$ cat config.mk
export PLATFORM = sky130hd
export DESIGN_NAME = bullet_controller
export DESIGN_NICKNAME = d
export VERILOG_FILES = /design/src/rtl/bullet_controller.sv
export SDC_FILE = /design/constraint.sdc
export NUM_CORES = 1
export LEC_CHECK = 0
export CAP_MARGIN = 5
export CORE_AREA = 2 2 96 107
export CTS_CLUSTER_DIAMETER = 60
export DETAILED_ROUTE_END_ITERATION = 7
export DIE_AREA = 0 0 98 109
export PLACE_DENSITY = 0.8
export SLEW_MARGIN = 20
export SYNTH_ARGS = -nofsm -noshare
export SYNTH_HDL_FRONTEND = slang
export SYNTH_SLANG_ARGS = --single-unit
$ cat constraint.sdc
create_clock -name Clk -period 13.95 [get_ports Clk]
set_input_delay 2.79 -clock Clk [delete_from_list [all_inputs] [get_ports Clk]]
set_output_delay 2.79 -clock Clk [all_outputs]
set_load 0.02 [all_outputs]
$ cat src/rtl/bullet_controller.sv
// ----------------------------------------------------------------------------
// bullet_controller
//   Sequences one player's projectile. A fire request sampled on a frame tick
//   launches the bullet from the ship position. The bullet then steps STEP
//   pixels per frame along the launch direction. It retires when it strikes
//   the target or when its next move would leave the screen. After a retire,
//   a cooldown of COOLDOWN_FRAMES ticks must pass before the next shot.
//
// Ports
//   Clk          in   1   system clock
//   Reset_n      in   1   asynchronous, active-low reset
//   frame_clk    in   1   frame strobe, asynchronous to Clk
//   fire         in   1   level fire request, sampled on frame ticks only
//   dir          in   2   launch direction: 00 up, 01 right, 10 down, 11 left
//   ShipX/ShipY  in   10  ship centre, latched at launch
//   TargetX/Y    in   10  opponent centre
//   Target_size  in   10  opponent half-width
//   BulletX/Y    out  10  bullet centre
//   bullet_on    out  1   bullet is live and should be drawn
//   fire_ack     out  1   one-Clk pulse: shot launched
//   hit          out  1   one-Clk pulse: bullet struck the target
// ----------------------------------------------------------------------------
module bullet_controller #(
    parameter int X_MAX           = 639,
    parameter int Y_MAX           = 479,
    parameter int STEP            = 4,
    parameter int BULLET_SIZE     = 4,
    parameter int COOLDOWN_FRAMES = 15
) (
    input  logic       Clk,
    input  logic       Reset_n,
    input  logic       frame_clk,
    input  logic       fire,
    input  logic [1:0] dir,
    input  logic [9:0] ShipX,
    input  logic [9:0] ShipY,
    input  logic [9:0] TargetX,
    input  logic [9:0] TargetY,
    input  logic [9:0] Target_size,
    output logic [9:0] BulletX,
    output logic [9:0] BulletY,
    output logic       bullet_on,
    output logic       fire_ack,
    output logic       hit
);

    localparam int CW = $clog2(COOLDOWN_FRAMES + 1);

    typedef enum logic [1:0] {
        IDLE     = 2'd0,
        FLY      = 2'd1,
        COOLDOWN = 2'd2
    } state_t;

    state_t         state_reg, state_next;
    logic [9:0]     x_reg, x_next;
    logic [9:0]     y_reg, y_next;
    logic [1:0]     dir_reg, dir_next;
    logic           on_reg, on_next;
    logic           ack_reg, ack_next;
    logic           hit_reg, hit_next;
    logic [CW-1:0]  count_reg, count_next;

    // Frame strobe synchronizer plus edge detector.
    logic sync1_reg, sync2_reg, prev_reg;
    logic tick;

    always_ff @(posedge Clk or negedge Reset_n) begin
        if (!Reset_n) begin
            sync1_reg <= 1'b0;
            sync2_reg <= 1'b0;
            prev_reg  <= 1'b0;
        end else begin
            sync1_reg <= frame_clk;
            sync2_reg <= sync1_reg;
            prev_reg  <= sync2_reg;
        end
    end

    assign tick = sync2_reg & ~prev_reg;

    // Hit window, evaluated on the pre-move position. Differences are
    // taken in 11-bit signed so screen coordinates cannot wrap.
    logic signed [10:0] dx, dy;
    logic        [10:0] adx, ady, reach;
    logic               hit_now;

    always_comb begin
        dx      = $signed({1'b0, x_reg}) - $signed({1'b0, TargetX});
        dy      = $signed({1'b0, y_reg}) - $signed({1'b0, TargetY});
        adx     = dx[10] ? 11'(-dx) : 11'(dx);
        ady     = dy[10] ? 11'(-dy) : 11'(dy);
        reach   = {1'b0, Target_size} + 11'(BULLET_SIZE);
        hit_now = (adx <= reach) && (ady <= reach);
    end

    // Screen-exit test for the pending move, widened to 11 bits.
    logic exit_now;

    always_comb begin
        exit_now = 1'b0;
        case (dir_reg)
            2'b00:   exit_now = {1'b0, y_reg} < 11'(STEP);
            2'b01:   exit_now = ({1'b0, x_reg} + 11'(STEP)) > 11'(X_MAX);
            2'b10:   exit_now = ({1'b0, y_reg} + 11'(STEP)) > 11'(Y_MAX);
            default: exit_now = {1'b0, x_reg} < 11'(STEP);
        endcase
    end

    // State register.
    always_ff @(posedge Clk or negedge Reset_n) begin
        if (!Reset_n) begin
            state_reg <= IDLE;
            x_reg     <= '0;
            y_reg     <= '0;
            dir_reg   <= '0;
            on_reg    <= 1'b0;
            ack_reg   <= 1'b0;
            hit_reg   <= 1'b0;
            count_reg <= '0;
        end else begin
            state_reg <= state_next;
            x_reg     <= x_next;
            y_reg     <= y_next;
            dir_reg   <= dir_next;
            on_reg    <= on_next;
            ack_reg   <= ack_next;
            hit_reg   <= hit_next;
            count_reg <= count_next;
        end
    end

    // Next-state logic. Everything holds between ticks; the two pulses
    // default low so they last exactly one Clk.
    always_comb begin
        state_next = state_reg;
        x_next     = x_reg;
        y_next     = y_reg;
        dir_next   = dir_reg;
        on_next    = on_reg;
        ack_next   = 1'b0;
        hit_next   = 1'b0;
        count_next = count_reg;

        if (tick) begin
            case (state_reg)
                IDLE: begin
                    if (fire) begin
                        x_next     = ShipX;
                        y_next     = ShipY;
                        dir_next   = dir;
                        on_next    = 1'b1;
                        ack_next   = 1'b1;
                        state_next = FLY;
                    end
                end

                FLY: begin
                    if (hit_now) begin
                        hit_next   = 1'b1;
                        on_next    = 1'b0;
                        count_next = CW'(COOLDOWN_FRAMES);
                        state_next = COOLDOWN;
                    end else if (exit_now) begin
                        on_next    = 1'b0;
                        count_next = CW'(COOLDOWN_FRAMES);
                        state_next = COOLDOWN;
                    end else begin
                        case (dir_reg)
                            2'b00:   y_next = y_reg - 10'(STEP);
                            2'b01:   x_next = x_reg + 10'(STEP);
                            2'b10:   y_next = y_reg + 10'(STEP);
                            default: x_next = x_reg - 10'(STEP);
                        endcase
                    end
                end

                COOLDOWN: begin
                    // fire is not queued: the count only runs down here.
                    if (count_reg == CW'(1)) begin
                        state_next = IDLE;
                    end
                    count_next = count_reg - CW'(1);
                end

                default: begin
                    state_next = IDLE;
                    on_next    = 1'b0;
                end
            endcase
        end
    end

    assign BulletX   = x_reg;
    assign BulletY   = y_reg;
    assign bullet_on = on_reg;
    assign fire_ack  = ack_reg;
    assign hit       = hit_reg;

endmodule
==> metrics <==
status finished clean; drt drc 0; hold_buf cts 0; grt ovf 0; final RePlAce weighted congestion 0.899; IO Count 79; DIE AREA 10700 µm²; Setup-failing EPs final 0; largest family of logic cells by synthesized area simple AND/OR/NAND/NOR gates; RSZ-0062 raised after global routing false; number of global-route vias before repair 4082; Worst Path Required 14.16 ns; Port Buffers 78; CTS tree done; asr flop ratio synth 100%; #FFs+latches synth 34; Achievable Freq 0.133 GHz; htree depth 2; row cnt 38; simple-gate share of the synthesized area 24.4%; Final period util 54.0%; # nets final 725; layout overhead on the synthesized area 22.0%; antenna-violating nets left 0; reg2reg setup slack 8.84 ns; Pwr per Cell Area 220 nW/µm²; mapped cell area 4230 µm²; layout cells sized above 1 2.93%; post-synthesis adder-cell area fraction 16.6%; Worst-Skew Late Latency 0.29 ns; final wirelength 11600 µm; FILL cells 896; largest fanout on the critical path 11; post-CTS setup buffers 0; crit path DAT 7.75 ns; predominant post-synthesis flop cell dfrtp_1; CTS max path bufs 2; Rel. slew slack 38.1%; final hold violation count 0; EDFF count, synth 0; post-synthesis xor/xnor area fraction 8.49%; post-CTS resize count 0; clock skew 0.00568 ns; hpwl dp 9240 µm; post-route setup slack 6.41 ns; first-pass GRT wire length 18800 µm; worst slew pin tran 0.925 ns; Vias 4290; WS Path Type in2reg; post-synth cell types 68; largest net degree at the start of global routing 35; initial core utilization 43.8%; Final Max Tran Viols 0; Synth Area in Compound Gates 21.8%; synthesis warning total 0; iteration count of the initial detailed-routing pass 5; DR iter-0 viols 363; total CTS buffers 5; core region area 9650 µm²; multiplexer share of the synthesized area 1.57%; Clock Sinks 34; Post-Route Setup TNS 0 ns; vias per std cell 5.84; Mapped Cells 552; CP Capture Type flip-flop; clock root buffer clkbuf_8; Die Span Y 109 µm; Max Cap Viol 0; Syn Nets 663; antenna cells 0; Reg clk slew, reported paths 0.07 ns; min cycle time layout 7.54 ns; nature of the critical path startpoint primary input; Overall Power 1130 µW; Routed wire per std cell 15.8 µm; sequential fraction of the synthesis area 20.1%; syn_area_per_cell 7.66 µm²; Die X-Extent 98 µm; min-delay worst type reg2reg; VDD IR max 89.3 µV; GRT Overall Usage 21.2%; P_leak 0.00223 µW; DP Worst Slack 6.16 ns; initial antenna violation count 0
[worst paths after layout]
kind	start	endpoint	cells after the start
setup / recovery	TargetX[0]	BulletY[3]	21
hold / removal	sync1_reg	sync2_reg	0
setup reg to reg	BulletX[0]	BulletY[3]	21
hold reg to reg	sync1_reg	sync2_reg	0
max in group asynchronous	Reset_n	BulletY[9]	2
min in group asynchronous	Reset_n	BulletX[7]	2
[Yosys cell counts (all sizes together), types with 3 or more instances]
cell / n / area, µm²
a211oi: 8 / 65.1
o21a: 3 / 22.5
or2: 4 / 25.0
nor3: 18 / 90.1
xor2: 8 / 70.1
nor3b: 3 / 22.5
a22oi: 5 / 37.5
and3: 7 / 43.8
o21bai: 5 / 37.5
a31oi: 7 / 43.8
o221ai: 5 / 43.8
nor4: 7 / 58.8
or3: 5 / 31.3
clkbuf: 12 / 45.0
a21oi: 43 / 215
a21o: 9 / 67.6
nor2b: 7 / 43.8
xnor2: 33 / 289
and4: 5 / 46.3
nand4: 6 / 37.5
o211ai: 6 / 45.0
dfrtp: 34 / 851
nand3b: 3 / 22.5
nand3: 31 / 155
mux2i: 4 / 40.0
o21ai: 27 / 135
nand2b: 5 / 31.3
nand2: 58 / 218
inv: 45 / 169
buf: 12 / 77.6
ha: 53 / 663
nor2: 39 / 149
[layout by cell type (no fill, tap or decap), types with 6 or more instances in the layout]
cell type        Yosys  final
dfrtp_1             34     34
inv_1               45     45
o21ai_0             22     22
xnor2_1             33     33
clkbuf_8             0      6
nand3_1             31     31
o211ai_1             6      6
nor4_1               6      6
a31oi_1              7      7
nand2_1             58     58
nor2_1              38     38
a21o_1               9      9
xor2_1               8      8
and3_1               7      7
a21oi_1             43     43
a211oi_1             7      7
nor2b_1              7      7
nor3_1              18     18
clkdlybuf4s50_1      0     78
ha_1                53     53
nand4_1              6      6
[critical path, stage by stage]
cell and delay, ns:
clkdlybuf4s50_1 0.46, ha_1 0.16, inv_1 0.05, fa_1 0.40, a21o_1 0.19, a211oi_1 0.23, nor2_1 0.09, o41a_1 0.34
a21o_1 0.18, a21oi_1 0.55, o31ai_1 0.19, xnor2_1 0.18, ha_1 0.34, nand4_1 0.08, nor2_1 0.18, o211ai_1 0.13
nand3_1 0.10, a22o_1 0.25, nand2_1 0.15, o21ai_1 0.45, mux2i_1 0.25
[cells by family after synthesis]
family	after synthesis
AOI/OAI and AO/OA	141
buffers and inverters	70
xor gates and xnor gates	41
muxes	6
adders and majority gates	55
and+or+nand+nor	205
DFF	34
[per-layer routing]
| metal | GRT usage, % | vias to the layer above | wire length (µm) |
|---|---|---|---|
| li1 | - | 2118 | - |
| met1 | 26.5 | 2019 | 5130 |
| met2 | 38.7 | 142 | 5760 |
| met3 | 3.40 | 11 | 580 |
| met4 | 4.76 | 0 | 119 |
| met5 | 0 | - | 0 |
[where the power goes]
| part | internal [µW] | switching, µW |
|---|---|---|
| clock | 57.1 | 36.2 |
| combinational | 364 | 455 |
| sequential | 134 | 88.1 |
[metrics by stage]
| step | hold slack, ns | util, % | instance area [µm²] | instances |
|---|---|---|---|---|
| 3_5_place_dp | 0.337 | 52.3 | 5040 | 727 |
| 3_3_place_gp | 0.335 | 52.3 | 5040 | 727 |
| 6_report | 0.354 | 53.4 | 5160 | 734 |
| 5_1_grt | 0.384 | 53.4 | 5160 | 734 |
| 4_1_cts | 0.354 | 53.4 | 5160 | 734 |
| 2_1_floorplan | 0.331 | - | 4230 | 552 |
[area by class of cell]
cell class	count	area [µm²]	area share, %
Clock buffer	6	82.6	1.60
Timing Repair Buffer	79	788	15.3
Multi-Input combinational cell	448	3080	59.8
Clock inverter	1	30.0	0.582
Inverter	46	173	3.35
Tap cell	120	150	2.91
Sequential cell	34	851	16.5
Power figures use the tool's default switching activity.
